$ cat src/rtl/mac_pkg.sv
`default_nettype none
// ============================================================================
// Module      : mac_pkg
// Description : Shared types and defaults for the matrix-multiply accelerator:
//               controller state encoding, default dimensions and widths, and
//               a counter-width helper.
// Revision    : 1.0 - initial release
// ============================================================================
package mac_pkg;

    localparam int c_DEF_M   = 4;
    localparam int c_DEF_K   = 4;
    localparam int c_DEF_N   = 4;
    localparam int c_DEF_DWI = 8;
    localparam int c_DEF_DWF = 16;

    typedef enum logic [1:0] {
        IDLE    = 2'd0,
        LOAD    = 2'd1,
        COMPUTE = 2'd2,
        DONE    = 2'd3
    } state_t;

    // Index width that never collapses to zero bits for a dimension of 1.
    function automatic int safe_clog2(input int value);
        return (value > 1) ? $clog2(value) : 1;
    endfunction

endpackage
`default_nettype wire

$ cat src/rtl/mac_pe.sv
`default_nettype none
// ============================================================================
// Module      : mac_pe
// Description : Two-stage multiply/accumulate element. Stage 1 registers the
//               unsigned operand product; stage 2 folds it into the
//               accumulator (restarting on clear) and flags the final term of
//               each dot product. Build macro MAC_SATURATE_EN selects
//               clamping at all-ones instead of modulo wrap-around.
// Revision    : 1.0 - initial release
// ============================================================================
module mac_pe
    import mac_pkg::*;
#(
    parameter int DATA_WIDTH_INITIAL = c_DEF_DWI,
    parameter int DATA_WIDTH_FINAL   = c_DEF_DWF
) (
    input  logic                          clk,
    input  logic                          rstn,
    input  logic                          i_valid,
    input  logic                          i_clear,
    input  logic                          i_last,
    input  logic [DATA_WIDTH_INITIAL-1:0] i_a,
    input  logic [DATA_WIDTH_INITIAL-1:0] i_b,
    output logic [DATA_WIDTH_FINAL-1:0]   o_acc,
    output logic                          o_res_valid
);

    localparam int DWF = DATA_WIDTH_FINAL;

    logic [DWF-1:0] w_prod;
    logic [DWF-1:0] r_prod;
    logic           r_s1_valid;
    logic           r_s1_clear;
    logic           r_s1_last;
    logic [DWF-1:0] r_acc;
    logic           r_res_valid;
    logic [DWF-1:0] w_base;
    logic [DWF-1:0] w_acc_next;

    assign w_prod = DWF'(i_a) * DWF'(i_b);
    assign w_base = r_s1_clear ? '0 : r_acc;

`ifdef MAC_SATURATE_EN
    logic [DWF:0] w_sum;
    assign w_sum      = {1'b0, w_base} + {1'b0, r_prod};
    // A carry out means the true sum exceeds the range: pin at all-ones.
    assign w_acc_next = w_sum[DWF] ? '1 : w_sum[DWF-1:0];
`else
    assign w_acc_next = w_base + r_prod;
`endif

    // Stage 1: register the product together with its clear/last tags.
    always_ff @(posedge clk or negedge rstn) begin
        if (!rstn) begin
            r_prod     <= '0;
            r_s1_valid <= 1'b0;
            r_s1_clear <= 1'b0;
            r_s1_last  <= 1'b0;
        end else begin
            r_prod     <= w_prod;
            r_s1_valid <= i_valid;
            r_s1_clear <= i_clear;
            r_s1_last  <= i_last;
        end
    end

    // Stage 2: accumulate and mark the cycle the dot product is complete.
    always_ff @(posedge clk or negedge rstn) begin
        if (!rstn) begin
            r_acc       <= '0;
            r_res_valid <= 1'b0;
        end else begin
            if (r_s1_valid) begin
                r_acc <= w_acc_next;
            end
            r_res_valid <= r_s1_valid & r_s1_last;
        end
    end

    assign o_acc       = r_acc;
    assign o_res_valid = r_res_valid;

endmodule
`default_nettype wire

$ cat src/rtl/mac_top.sv
`default_nettype none
// ============================================================================
// Module      : mac_top
// Description : Matrix-multiply accelerator C = A * B (unsigned operands).
//               Host loads A and B in one write beat, a pipelined MAC walks
//               (m,n,k) with k innermost, and C is returned in one read beat.
//               Build macro MAC_SATURATE_EN makes accumulation saturate.
// Revision    : 1.0 - initial release
// ============================================================================
module mac_top
    import mac_pkg::*;
#(
    parameter int param_M            = c_DEF_M,
    parameter int param_K            = c_DEF_K,
    parameter int param_N            = c_DEF_N,
    parameter int DATA_WIDTH_INITIAL = c_DEF_DWI,
    parameter int DATA_WIDTH_FINAL   = c_DEF_DWF
) (
    input  logic                                                  clk,
    input  logic                                                  rstn,
    input  logic                                                  host2block_val,
    input  logic                                                  block2host_rdy,
    input  logic [param_M*param_K-1:0][DATA_WIDTH_INITIAL-1:0]    a_data_in_ext,
    input  logic [param_K*param_N-1:0][DATA_WIDTH_INITIAL-1:0]    b_data_in_ext,
    input  logic                                                  a_b_we_ext,
    input  logic                                                  c_re_ext,
    output logic [param_M*param_N-1:0][DATA_WIDTH_FINAL-1:0]      c_data_out_ext,
    output logic                                                  mac_done,
    output logic                                                  block2host_val,
    output logic                                                  host2block_rdy
);

    localparam int MW = safe_clog2(param_M);
    localparam int KW = safe_clog2(param_K);
    localparam int NW = safe_clog2(param_N);
    localparam int AW = safe_clog2(param_M * param_K);
    localparam int BW = safe_clog2(param_K * param_N);
    localparam int CW = safe_clog2(param_M * param_N);

    localparam logic [MW-1:0] c_M_LAST  = MW'(param_M - 1);
    localparam logic [KW-1:0] c_K_LAST  = KW'(param_K - 1);
    localparam logic [NW-1:0] c_N_LAST  = NW'(param_N - 1);
    localparam logic [CW-1:0] c_WR_LAST = CW'(param_M * param_N - 1);

    state_t r_state;
    state_t w_state_next;

    logic [param_M*param_K-1:0][DATA_WIDTH_INITIAL-1:0] r_a;
    logic [param_K*param_N-1:0][DATA_WIDTH_INITIAL-1:0] r_b;
    logic [param_M*param_N-1:0][DATA_WIDTH_FINAL-1:0]   r_c;
    logic [param_M*param_N-1:0][DATA_WIDTH_FINAL-1:0]   r_c_out;

    logic [MW-1:0] r_m;
    logic [NW-1:0] r_n;
    logic [KW-1:0] r_k;
    logic          r_issue_done;
    logic [CW-1:0] r_wr_idx;

    logic                        w_load;
    logic                        w_read;
    logic                        w_issue;
    logic                        w_last_issue;
    logic                        w_last_write;
    logic [AW-1:0]               w_a_idx;
    logic [BW-1:0]               w_b_idx;
    logic [DATA_WIDTH_FINAL-1:0] w_acc;
    logic                        w_res_valid;

    assign w_load       = (r_state == LOAD) && a_b_we_ext;
    assign w_read       = (r_state == DONE) && block2host_rdy && c_re_ext;
    assign w_issue      = (r_state == COMPUTE) && !r_issue_done;
    assign w_last_issue = (r_m == c_M_LAST) && (r_n == c_N_LAST) && (r_k == c_K_LAST);
    assign w_last_write = w_res_valid && (r_wr_idx == c_WR_LAST);

    // A is stored row-major (m*K+k); B is stored transposed (n*K+k).
    assign w_a_idx = AW'(r_m) * AW'(param_K) + AW'(r_k);
    assign w_b_idx = BW'(r_n) * BW'(param_K) + BW'(r_k);

    // Controller state register.
    always_ff @(posedge clk or negedge rstn) begin
        if (!rstn) begin
            r_state <= IDLE;
        end else begin
            r_state <= w_state_next;
        end
    end

    // Next-state logic; handshake outputs depend only on the registered state.
    always_comb begin
        w_state_next   = r_state;
        host2block_rdy = 1'b0;
        mac_done       = 1'b0;
        block2host_val = 1'b0;
        case (r_state)
            IDLE: begin
                if (host2block_val) begin
                    w_state_next = LOAD;
                end
            end
            LOAD: begin
                host2block_rdy = 1'b1;
                if (a_b_we_ext) begin
                    w_state_next = COMPUTE;
                end
            end
            COMPUTE: begin
                if (w_last_write) begin
                    w_state_next = DONE;
                end
            end
            DONE: begin
                mac_done       = 1'b1;
                block2host_val = 1'b1;
                if (block2host_rdy && c_re_ext) begin
                    w_state_next = IDLE;
                end
            end
            default: begin
                w_state_next = IDLE;
            end
        endcase
    end

    // Operand capture during LOAD.
    always_ff @(posedge clk or negedge rstn) begin
        if (!rstn) begin
            r_a <= '0;
            r_b <= '0;
        end else if (w_load) begin
            r_a <= a_data_in_ext;
            r_b <= b_data_in_ext;
        end
    end

    // Issue counters: k innermost, then n, then m; one product per cycle.
    always_ff @(posedge clk or negedge rstn) begin
        if (!rstn) begin
            r_m          <= '0;
            r_n          <= '0;
            r_k          <= '0;
            r_issue_done <= 1'b0;
        end else if (w_load) begin
            r_m          <= '0;
            r_n          <= '0;
            r_k          <= '0;
            r_issue_done <= 1'b0;
        end else if (w_issue) begin
            if (w_last_issue) begin
                r_issue_done <= 1'b1;
            end
            if (r_k == c_K_LAST) begin
                r_k <= '0;
                if (r_n == c_N_LAST) begin
                    r_n <= '0;
                    r_m <= r_m + MW'(1);
                end else begin
                    r_n <= r_n + NW'(1);
                end
            end else begin
                r_k <= r_k + KW'(1);
            end
        end
    end

    // Results retire in the same row-major order they were issued.
    always_ff @(posedge clk or negedge rstn) begin
        if (!rstn) begin
            r_c      <= '0;
            r_wr_idx <= '0;
        end else if (w_load) begin
            r_wr_idx <= '0;
        end else if ((r_state == COMPUTE) && w_res_valid) begin
            r_c[r_wr_idx] <= w_acc;
            r_wr_idx      <= r_wr_idx + CW'(1);
        end
    end

    // Output register: updated only by an accepted read beat in DONE.
    always_ff @(posedge clk or negedge rstn) begin
        if (!rstn) begin
            r_c_out <= '0;
        end else if (w_read) begin
            r_c_out <= r_c;
        end
    end

    assign c_data_out_ext = r_c_out;

    mac_pe #(
        .DATA_WIDTH_INITIAL (DATA_WIDTH_INITIAL),
        .DATA_WIDTH_FINAL   (DATA_WIDTH_FINAL)
    ) u_pe (
        .clk         (clk),
        .rstn        (rstn),
        .i_valid     (w_issue),
        .i_clear     (r_k == '0),
        .i_last      (r_k == c_K_LAST),
        .i_a         (r_a[w_a_idx]),
        .i_b         (r_b[w_b_idx]),
        .o_acc       (w_acc),
        .o_res_valid (w_res_valid)
    );

endmodule
`default_nettype wire

$ cat config.mk
export PLATFORM = sky130hd
export DESIGN_NAME = mac_top
export DESIGN_NICKNAME = d
export VERILOG_FILES = /design/src/rtl/mac_pkg.sv /design/src/rtl/mac_pe.sv /design/src/rtl/mac_top.sv
export SDC_FILE = /design/constraint.sdc
export NUM_CORES = 1
export LEC_CHECK = 0
export CAP_MARGIN = 5
export CORE_MARGIN = 2
export CORE_UTILIZATION = 55
export DETAILED_ROUTE_END_ITERATION = 7
export PLACE_DENSITY_LB_ADDON = 0.05
export SETUP_SLACK_MARGIN = 0.05
export SLEW_MARGIN = 5
export SYNTH_ARGS = -nofsm -noshare
export SYNTH_HDL_FRONTEND = slang
export SYNTH_SLANG_ARGS = --single-unit
$ cat constraint.sdc
create_clock -name clk -period 6.45 [get_ports clk]
set_input_delay 0.645 -clock clk [delete_from_list [all_inputs] [get_ports clk]]
set_output_delay 0.645 -clock clk [all_outputs]
set_load 0.005 [all_outputs]
==> metrics.txt, run 1 <==
ratio of cells with drive above 1 in the final layout 0.199; met1 usage 0.348; post-synthesis compound-gate area fraction 0.0190; vias in the first global route 24.5k; Cells after Synth 2851; total CTS buffers 83; root buf cell clkbuf_16; Max Cap Viol 0; Crit Path Max Fanout 15; post-synthesis mux area share 0.212; Cell Rows 92; final worst path period share 0.926; FF+latch area 0.0204 mm^2; Synth Register Bits 817; Final Skew 0.0174 ns; Finish-stage setup viols 0; largest net degree at the start of global routing 181; via count 23.1k; Layout area overhead 25.0%; measured slew at the worst slew-check pin 1.15 ns; post-cts repair resize count 0; Setup crit start kind flip-flop; Worst-path clk slew 0.06 ns; Final Net Count 3685; CTS Hold Bufs 0; leakage 0.0221 uW; Slew headroom 0.233; area occupied by multi-input gates 0.0139 mm^2; total global-route track usage 0.271; post-CTS setup buffers 0; post-route antenna net violation count 0; die height 257 um; Synth Area in Adders 0.0435; Routed WL 88500 um; R2R cell count 19; largest family of logic cells by synthesized area multiplexers; main flop type after synthesis dfrtp_1; Avg WL per Cell 20.9 um; Yosys top cell area share 0.581; placed cells 4084; distinct cell type count after synthesis 57; crit path DAT 6.51 ns; die area 0.0660 mm^2; Final Hold Violating Endpoints 0; core area 0.0632 mm^2; r2r startpoint r_k[0]; TritonCTS clock tree built; H-tree depth 3; routability cong. 0.908; Post-synth ARST share 1.00; Cell Count, Final, Fillers Out 4237; FMAX 167 MHz; fin util 0.696; RSZ-0062 raised after global routing no; initial antenna violation count 2; Final Critical Period 5.97 ns; kind of critical path reg -> reg; drt first pass iters 5; # IOs 521; ranking of synthesized cells by area dfrtp_1 58%, mux2_2 13%, nand2_1 8.9%, mux4_2 4.1%, mux2_1 3.3%; clk_lat worst skew 0.62 ns; Post-synth EDFFs 0; setup total negative slack 0 ns; WP data required 6.99 ns; CP endpoint kind flip-flop; register-to-register setup slack 0.48 ns; detail-routed via count per cell 5.44; Yosys top cell by area dfrtp_1; Port Buffers 520; terminus of the critical flop-to-flop path u_pe.r_prod[14]; HP Class in -> async; Post-Syn Area 0.0352 mm^2; routing usage on met2 0.475; most crowded layer after global routing met2; DRC Markers 0; Avg Cell Area, Syn 12.3 um^2; Yosys warning count 0; grt ovf 0; Pins Over Slew Limit 0; simple-gate share of the synthesized area 0.113; # fillers 4525; status completed; syn nets 3213; Max VDD drop 508 uV; Seq/Total Area, Yosys 0.581; met3 Use GR 0.0342; Chip Width 257 um; XOR/XNOR share of the synthesized area 0.00672; Max clock buf depth 3; Initial Utilization 0.557; First DRT Iteration DRCs 1426; first-pass GRT wire length 139000 um; P per Cell Area 429 mW/mm^2; Clock Sinks 817; Detailed Place HPWL 60800 um
## Yosys cell counts, types with 2 or more instances
cell type and n:
mux2_2 421, buf_6 2, buf_2 30, and3_1 6, nand4_1 3, nor4b_1 2
o31ai_1 4, or2_1 16, buf_1 10, buf_4 4, and2_1 3, nor2b_1 23
a31oi_1 5, inv_1 53, mux4_2 64, and4_1 3, xor2_1 11, nor2_1 76
nand3_1 13, clkbuf_1 110, mux2_1 103, dfrtp_1 817, nand3_2 4, nand2b_1 3
o21a_1 2, o21ai_1 4, or3_1 3, ha_1 63, o211ai_1 4, xnor2_1 16
a21oi_1 20, nand2_1 835, nor3_1 5, a21o_1 9, mux2i_1 12, o21ai_2 10
fa_1 37, o21ai_0 24, o21ai_4 3
## critical path, cell delays in order (launching register included)
cell     delay, ns
dfrtp_4       0.63
buf_4         0.35
mux4_2        0.53
mux2_2        0.28
o21ai_2       0.36
or2_1         0.20
fa_1          0.43
fa_1          0.54
inv_1         0.05
fa_1          0.52
inv_1         0.06
fa_1          0.54
inv_1         0.04
ha_1          0.34
o21a_1        0.13
o31ai_1       0.08
a21oi_1       0.19
a221o_1       0.32
a21oi_1       0.17
xnor2_1       0.13
## per-stage QoR
stage               worst slack, ns  power (uW)  cell area [um^2]  hold slack (ns)
CTS                           0.470       19000             44000           0.0992
detailed placement            0.496       14000             41100            0.444
global route                  0.167       20200             44000            0.146
global placement              0.590       13700             41100            0.451
floorplan                      1.09       11900             35200            0.349
finish                        0.480       18900             44000           0.0891
## cells in the final DEF (no fill, tap or decap), drive strengths merged, types with 4 or more instances in the layout
| cell | synthesis | routed |
|---|---|---|
| nor3 | 5 | 5 |
| fa | 37 | 37 |
| o31ai | 5 | 5 |
| buf | 46 | 25 |
| bufinv | 0 | 8 |
| or2 | 17 | 17 |
| o211ai | 4 | 4 |
| mux2 | 524 | 524 |
| and3 | 6 | 6 |
| dfrtp | 817 | 817 |
| xor2 | 11 | 11 |
| clkdlybuf4s50 | 0 | 519 |
| a21o | 9 | 9 |
| ha | 63 | 63 |
| nand2 | 835 | 835 |
| clkinvlp | 0 | 4 |
| nand3 | 17 | 17 |
| inv | 53 | 54 |
| mux2i | 12 | 12 |
| clkinv | 1 | 25 |
| mux4 | 64 | 64 |
| nor2b | 23 | 23 |
| nor2 | 76 | 76 |
| a31oi | 5 | 5 |
| xnor2 | 16 | 16 |
| a21oi | 20 | 20 |
| clkbuf | 111 | 114 |
| o21ai | 41 | 41 |
## registers in the layout, summed over array words and instances (netlist names), 2 cells and up
signal / flops
c_data_out_ext: 256
r_a: 128
r_b: 128
r_c: 256
r_k: 2
r_m: 2
r_n: 2
r_state: 2
r_wr_idx: 4
u_pe.o_acc: 16
u_pe.r_prod: 16
## report_power, final
group | internal [uW] | leakage [uW] | switching, uW
logic | 3110 | 0.00969 | 3690
clock network | 2950 | 0.00141 | 2020
registers | 6090 | 0.0110 | 1020
## kinds of logic (layout without fill, tap and decap cells)
logic type | count (synthesis) | in the layout
AOI/OAI and AO/OA | 98 | 98
xor gates and xnor gates | 27 | 27
adders and majority gates | 100 | 100
buffers and inverters | 211 | 749
DFF | 817 | 817
muxes | 600 | 600
other | 0 | 2
and+or+nand+nor | 998 | 998
## layout make-up
class                      count  share of cell area
antenna                        2            0.000114
multi-input combinational   1823               0.316
tap                          846              0.0241
inverter                      54             0.00461
sequential                   817               0.465
clock inverter                37              0.0100
timing repair buffer         544               0.125
clock buffer                 114              0.0550
## per-layer routing
layer / vias up / wire length (um)
met5: - / 0
met4: 0 / 2750
met3: 135 / 3300
met2: 617 / 46100
met1: 11800 / 36400
li1: 10500 / -
## worst max-delay path by stage
stage | to | depth (start not counted) | slack, ns | start
6_report | u_pe.r_prod[14] | 19 | 0.48 | r_k[0]
5_1_grt | u_pe.r_prod[14] | 18 | 0.17 | r_k[0]
2_1_floorplan | u_pe.r_prod[14] | 18 | 1.09 | r_k[0]
3_3_place_gp | u_pe.r_prod[14] | 20 | 0.59 | r_k[0]
3_5_place_dp | u_pe.r_prod[14] | 19 | 0.50 | r_k[0]
4_1_cts | u_pe.r_prod[14] | 19 | 0.47 | r_k[0]
(Power assumes the default switching activity.)
==> inputs of run 2 (changes only) <==
--- a/config.mk
+++ b/config.mk
@@ -5,7 +5,6 @@
 export SDC_FILE = /design/constraint.sdc
 export NUM_CORES = 1
 export LEC_CHECK = 0
-export CAP_MARGIN = 5
 export CORE_MARGIN = 2
 export CORE_UTILIZATION = 55
 export DETAILED_ROUTE_END_ITERATION = 7
==> results of run 2 <==
Same layout as run 1: the final DEF is identical, and so are final timing and power.
